File: src/rtl/kgp_risc_pkg.sv
// Shared KGP-RISC definitions used by the register-dump path.
// Contents: register word width, register-address width, and the
// state encoding of the register-dump reader FSM.
package kgp_risc_pkg;

  localparam int KGP_DATA_W     = 32;
  localparam int KGP_REG_ADDR_W = 5;

  typedef enum logic [1:0] {
    ST_IDLE = 2'd0,
    ST_READ = 2'd1,
    ST_SEND = 2'd2,
    ST_DONE = 2'd3
  } dump_state_e;

endpackage

File: src/rtl/reg_dump_reader.sv
// reg_dump_reader: streams a contiguous range of register-file entries
// out over a valid/ready interface, one beat per register.
//
// Ports:
//   clk, rst              clock, synchronous active-high reset
//   start                 dump request (sampled in IDLE only)
//   abort                 cancel a dump in progress
//   first_addr, last_addr inclusive register range, sampled with start
//   rd_addr / rd_data     register-file read port (rd_data combinational)
//   out_valid/out_ready   beat handshake
//   out_data, out_addr    captured register value and its index
//   out_last              beat carries last_addr
//   busy                  high whenever the FSM is not in IDLE
//   done                  one-cycle pulse after a normal completion
//   err                   one-cycle pulse when start carries first > last
module reg_dump_reader
  import kgp_risc_pkg::*;
#(
  parameter int DATA_W = KGP_DATA_W,
  parameter int ADDR_W = KGP_REG_ADDR_W
) (
  input  logic              clk,
  input  logic              rst,
  input  logic              start,
  input  logic              abort,
  input  logic [ADDR_W-1:0] first_addr,
  input  logic [ADDR_W-1:0] last_addr,
  output logic [ADDR_W-1:0] rd_addr,
  input  logic [DATA_W-1:0] rd_data,
  output logic              out_valid,
  input  logic              out_ready,
  output logic [DATA_W-1:0] out_data,
  output logic [ADDR_W-1:0] out_addr,
  output logic              out_last,
  output logic              busy,
  output logic              done,
  output logic              err
);

  dump_state_e       r_state, w_next;

  logic [ADDR_W-1:0] r_cnt,      w_cnt_d;
  logic [ADDR_W-1:0] r_last,     w_last_d;
  logic [DATA_W-1:0] r_out_data, w_out_data_d;
  logic [ADDR_W-1:0] r_out_addr, w_out_addr_d;
  logic              r_out_last, w_out_last_d;
  logic              r_valid,    w_valid_d;
  logic              r_busy,     w_busy_d;
  logic              r_done,     w_done_d;
  logic              r_err,      w_err_d;

  logic              w_range_ok;
  assign w_range_ok = (first_addr <= last_addr);

  // State register
  always_ff @(posedge clk) begin
    if (rst) r_state <= ST_IDLE;
    else     r_state <= w_next;
  end

  // Next-state logic
  always_comb begin
    w_next = r_state;
    unique case (r_state)
      ST_IDLE: if (start && w_range_ok) w_next = ST_READ;
      ST_READ: w_next = abort ? ST_IDLE : ST_SEND;
      ST_SEND: begin
        if (abort)          w_next = ST_IDLE;
        else if (out_ready) w_next = r_out_last ? ST_DONE : ST_READ;
      end
      ST_DONE: w_next = ST_IDLE;
      default: w_next = ST_IDLE;
    endcase
  end

  // Output / datapath next values; every output is registered below.
  // done is raised on leaving DONE so that an abort seen in DONE can
  // still suppress it.
  always_comb begin
    w_cnt_d      = r_cnt;
    w_last_d     = r_last;
    w_out_data_d = r_out_data;
    w_out_addr_d = r_out_addr;
    w_out_last_d = r_out_last;
    w_valid_d    = r_valid;
    w_done_d     = 1'b0;
    w_err_d      = 1'b0;
    w_busy_d     = (w_next != ST_IDLE);
    unique case (r_state)
      ST_IDLE: begin
        if (start) begin
          if (w_range_ok) begin
            w_cnt_d  = first_addr;
            w_last_d = last_addr;
          end else begin
            w_err_d  = 1'b1;
          end
        end
      end
      ST_READ: begin
        if (!abort) begin
          w_out_data_d = rd_data;
          w_out_addr_d = r_cnt;
          w_out_last_d = (r_cnt == r_last);
          w_valid_d    = 1'b1;
        end
      end
      ST_SEND: begin
        if (abort) begin
          w_valid_d = 1'b0;
        end else if (out_ready) begin
          w_valid_d = 1'b0;
          // The last beat never advances the counter, so 31 cannot wrap.
          if (!r_out_last) w_cnt_d = r_cnt + ADDR_W'(1);
        end
      end
      ST_DONE: begin
        if (!abort) w_done_d = 1'b1;
      end
      default: ;
    endcase
  end

  always_ff @(posedge clk) begin
    if (rst) begin
      r_cnt      <= '0;
      r_last     <= '0;
      r_out_data <= '0;
      r_out_addr <= '0;
      r_out_last <= 1'b0;
      r_valid    <= 1'b0;
      r_busy     <= 1'b0;
      r_done     <= 1'b0;
      r_err      <= 1'b0;
    end else begin
      r_cnt      <= w_cnt_d;
      r_last     <= w_last_d;
      r_out_data <= w_out_data_d;
      r_out_addr <= w_out_addr_d;
      r_out_last <= w_out_last_d;
      r_valid    <= w_valid_d;
      r_busy     <= w_busy_d;
      r_done     <= w_done_d;
      r_err      <= w_err_d;
    end
  end

  assign rd_addr   = r_cnt;
  assign out_valid = r_valid;
  assign out_data  = r_out_data;
  assign out_addr  = r_out_addr;
  assign out_last  = r_out_last;
  assign busy      = r_busy;
  assign done      = r_done;
  assign err       = r_err;

endmodule

File: config.mk
export PLATFORM = sky130hd
export DESIGN_NAME = reg_dump_reader
export DESIGN_NICKNAME = d
export VERILOG_FILES = /design/src/rtl/kgp_risc_pkg.sv /design/src/rtl/reg_dump_reader.sv
export SDC_FILE = /design/constraint.sdc
export NUM_CORES = 1
export LEC_CHECK = 0
export BUFFER_PORTS_ARGS = -buffer_cell sky130_fd_sc_hd__clkbuf_2
export CORE_UTILIZATION = 30
export DETAILED_ROUTE_END_ITERATION = 12
export SETUP_SLACK_MARGIN = 0.3
export SYNTH_ARGS = -nofsm -noshare
export SYNTH_HDL_FRONTEND = slang
export SYNTH_SLANG_ARGS = --single-unit
File: constraint.sdc
create_clock -name clk -period 3.6 [get_ports clk]
set_input_delay 0.18 -clock clk [delete_from_list [all_inputs] [get_ports clk]]
set_output_delay 0.18 -clock clk [all_outputs]
set_load 0.01 [all_outputs]
---- Word-level counts from Yosys, hierarchy flattened ----
Cells that the tools add are included.
word-level totals
  register bits after elaboration ......... 54
  bits of input ports ..................... 47
  output and inout bits ................... 47
operators by class
  add/sub/neg operators ................... 1
  magnitude comparators ................... 1
  equality and inequality tests ........... 11
  multiplexer cells ....................... 18
  bitwise logic cells ..................... 4
  reduce and logical (&&, ||, !) cells .... 11
operator list
  operator                                       number
  2-to-1 mux 5 bit                               5
  != test 2 bit, second input constant           6
  2-to-1 mux 2 bit                               5
  case mux 5 bit (2 select lines)                1
  case mux 2 bit (4 select lines)                1
  AND reduction 3 bit                            2
  AND reduction 6 bit                            1
  nonzero test 2 bit                             3
  adder 5 x 1 -> 5 bit, second input constant    1
  == test 5 bit                                  1
  less-or-equal comparator 5 bit                 1
  2-to-1 mux 1 bit                               5
  == test 2 bit, second input constant           2
  inverter 1 bit                                 4
  != test 3 bit, second input constant           1
  OR reduction 3 bit                             1
  == test 2 x 1 -> 1 bit, second input constant  1
  logical NOT 2 bit                              1
  case mux 1 bit (2 select lines)                1
  AND reduction 2 bit                            1
  OR reduction 2 bit                             1
  logical AND 1 bit                              1

---- Logic depth before layout (Yosys ltp) ----
  depth after elaboration ................. 5
  depth in mapped cells ................... 8
  depth with buffers taken out ............ 8

---- Worst setup path before layout ----
OpenSTA, ideal clock, no wires.
  path type ............................... register to register
  start ................................... register r_state[1]
  end ..................................... register r_cnt[0], in the netlist rd_addr[0]
  library setup time ...................... 0.070 ns
  data arrival time ....................... 1.781 ns
  data required time ...................... 3.530 ns
  slack ................................... 1.749 ns
  stages on the path, launching flop included .. 7
  period minus slack after synthesis ...... 1.851 ns
  cells stage by stage .................... dfxtp_1 -> or3b_4 -> or3_4 -> o31ai_4 -> nor2_8 -> a211o_1 -> a21oi_1
on the way
  longest elaborated chain between the ends .. 3
RTL lines
  what                                                                  RTL line                source
  start: declaration                                                    reg_dump_reader.sv:40   dump_state_e r_state, w_next;
  start signal: assignment                                              reg_dump_reader.sv:58   else r_state <= w_next;
  == test 2 bit / logical NOT 2 bit (equally long branches)             reg_dump_reader.sv:89   unique case (r_state)
  != test 2 bit (no line) / nonzero test 2 bit (equally long branches)  --
  AND reduction 6 bit (no line)                                         --
  end signal: assignment                                                reg_dump_reader.sv:136  r_cnt <= w_cnt_d;
  end: declaration                                                      reg_dump_reader.sv:42   logic [ADDR_W-1:0] r_cnt, w_cnt_d;
Several ways; a longest one is shown, not always the timed one.
A chain may end at the register's enable or synchronous reset.

---- Final worst setup path ----
Ends and elaborated chain as after synthesis.

==> metrics.yaml <==
yosysSeqAreaShare_pct: 48.8
nets: 411
dr.pass1.iters: 4
cap_violations: 0
die_w_um: 87.9
clk_pin_slew_ns: 0.10
hold_viol_final: 0
startpoint: "r_state[1]"
finalSetupViolCount: 0
synthToLayoutAreaGrowth_pct: 31.0
synth_top_area_share_pct: 48.8
ant_nets: 0
first_iter_violations: 81
worst_slack_ns: 1.64
io_pins: 94
antenna_found_initial: 0
root_buffer: "clkbuf_8"
gp_congestion: 0.793
vdd_ir_drop_max_mv: 0.148
drt-total-wl_um: 5400
path_cells: "or3b_4 > or3_4 > o31ai_4 > nor2_8 > a211o_1 > a21oi_1"
period_minus_slack_ns: 1.96
route.vias.total: 2041
cts_setup_buffers: 0
critPathCaptureType: "register"
holdCritPathClass: "primary input to register"
synthDominantAreaCellType: "dfxtp_1"
final_layout_size_suffix_gt1_share_pct: 30.1
clk_latency_ns: 0.31
crit_path_max_incr_delay_ns: 0.45
io_buffers: 93
start_util_pct: 31.9
max_slew.worst_pin.slew_ns: 1.11
grt_pass1_vias: 1812
htreeDepth: 2
wl_per_cell_um: 11.9
diodes: 0
slew-limit-headroom_pct: 26.1
cts_sinks: 54
synth_cell_type_count: 32
min_from: "rd_data[19]"
path_delay_family: "simple AND/OR/NAND/NOR gates"
cts_buffers: 5
synth_area_leaders: "dfxtp_1 (49%), nand2_1 (14%), a21oi_1 (9.9%)"
dp.cells: 447
fin_tns_setup_ns: 0
placedInstanceArea_um2: 2760
cp_data_arrival_time_ns: 2.20
worstSetupStartpointType: "register"
syn_area_per_cell_um2: 8.17
crit_buf_inv: 0
die-area_um2: 7730
utilization_pct: 41.7
syn_nets: 324
path_class: "register to register"
cp_max_fo: 8
fin_crit_sh_pct: 54.5
grt_use_total_pct: 14.5
rr_startpoint: "r_state[1]"
maxSlewViolCount: 0
dp_hpwl_um: 3910
whs_ns: 0.0794
cts_resized: 0
rows: 30
cts_tree: "built"
coreArea_um2: 6940
yosys_warnings: 0
die_y_um: 87.9
power_leakage_nw: 1.31
cp.required_ns: 3.84
synthCells: 271
stdcell_count: 455
cts-hold-fix-buffers: 0
grt_first_pass_wirelength_um: 8740
cts_buffer_depth: 2
slowest_stage: "or3b_4"
fmax_mhz: 509
via_per_inst: 4.49
grt_max_degree: 39
drc: 0
p_per_area_nw_per_um2: 444
status: "finished, final reports clean"
seq_area_um2: 1080
rsz0062_at_grt: "false"
fillerInstances: 735
ys_ff_latch: 54
overflow: 0
skew_ns: 0.00743
place_ws_ns: 1.57
multi_input_area_um2: 1050
total_power_mw: 1.29
synth_area_um2: 2210
fin_area_um2: 2900
## Yosys cell counts
cell and number:
nand4_1 1, a32o_1 1, or3_4 1, ha_1 6, o31ai_4 1, a211o_1 1
o21bai_1 1, inv_1 5, xor2_1 3, dfxtp_1 54, mux2i_1 9, nor2_8 1
clkbuf_1 16, nand2b_1 4, nand2_1 84, o31ai_1 2, nor2b_1 2, or3b_4 1
a211oi_1 1, o22ai_1 1, a21o_1 1, and3_1 1, or2_1 1, xnor2_1 2
nor2_1 13, nand3_1 5, a21oi_1 44, o21ai_1 1, nor3_1 4, nand3b_1 1
and2b_1 2, o21ai_0 1
## placed cells by master (no fill, tap or decap), types with 2 or more instances in the layout
cell type / n
nand2_1: 84
inv_1: 5
xor2_1: 3
xnor2_1: 2
clkbuf_2: 93
clkbuf_8: 5
buf_4: 3
ha_1: 6
nand2b_1: 4
nand3_1: 5
dfxtp_1: 54
nor2b_1: 2
bufinv_16: 2
o31ai_1: 2
a21oi_1: 44
nor3_1: 4
nor2_1: 13
mux2i_1: 9
and2b_1: 2
## cells by family after synthesis
group,synth area share [%]
flip-flops,48.8
AND/OR/NAND/NOR,24.0
XOR/XNOR,1.98
multiplexers,4.07
adder cells (fa/ha/maj),3.39
buffers and inverters,3.56
AO/OA/AOI/OAI,14.2
## path summary, 6_finish.rpt
kind	to	slack (ns)	cells after the start
hold reg to reg	out_data[26]	0.46	2
hold / removal	out_data[19]	0.08	3
setup reg to reg	rd_addr[0]	1.64	6
setup / recovery	rd_addr[0]	1.64	6
## worst reg2reg max path, delay by kind of cell, from the launching register on
kind | cells | cell delay, ns
AND/OR/NAND/NOR | 3 | 0.97
flip-flops | 1 | 0.37
AO/OA/AOI/OAI | 3 | 0.58
## flip-flops by register name, summed over array words and instances, names as in the netlist
signal	count
busy	1
done	1
err	1
out_addr	5
out_data	32
out_last	1
out_valid	1
r_last	5
r_state	2
rd_addr	5
## power breakdown
part	internal [mW]	switching, mW	leakage (nW)	total [mW]
logic	0.0750	0.0885	0.803	0.164
registers	0.621	0.0215	0.438	0.643
clock network	0.279	0.201	0.0683	0.480
## routing by layer
metal  vias to the layer above  track usage, %  wire (um)
met3                         2            3.68        230
met2                        55            24.5       2650
met5                         -               0          0
li1                       1066               -          -
met4                         0            4.02         37
met1                       918            18.4       2490
## layout make-up
class,instances,share of cell area (%)
repair buffers,96,16.8
clock inverters,3,2.37
inverters,5,0.647
clock buffers,5,2.37
well taps,96,4.14
flip-flops and latches,54,37.3
multi-input cells,196,36.3
Note: power is estimated with default switching activity, not from simulation.
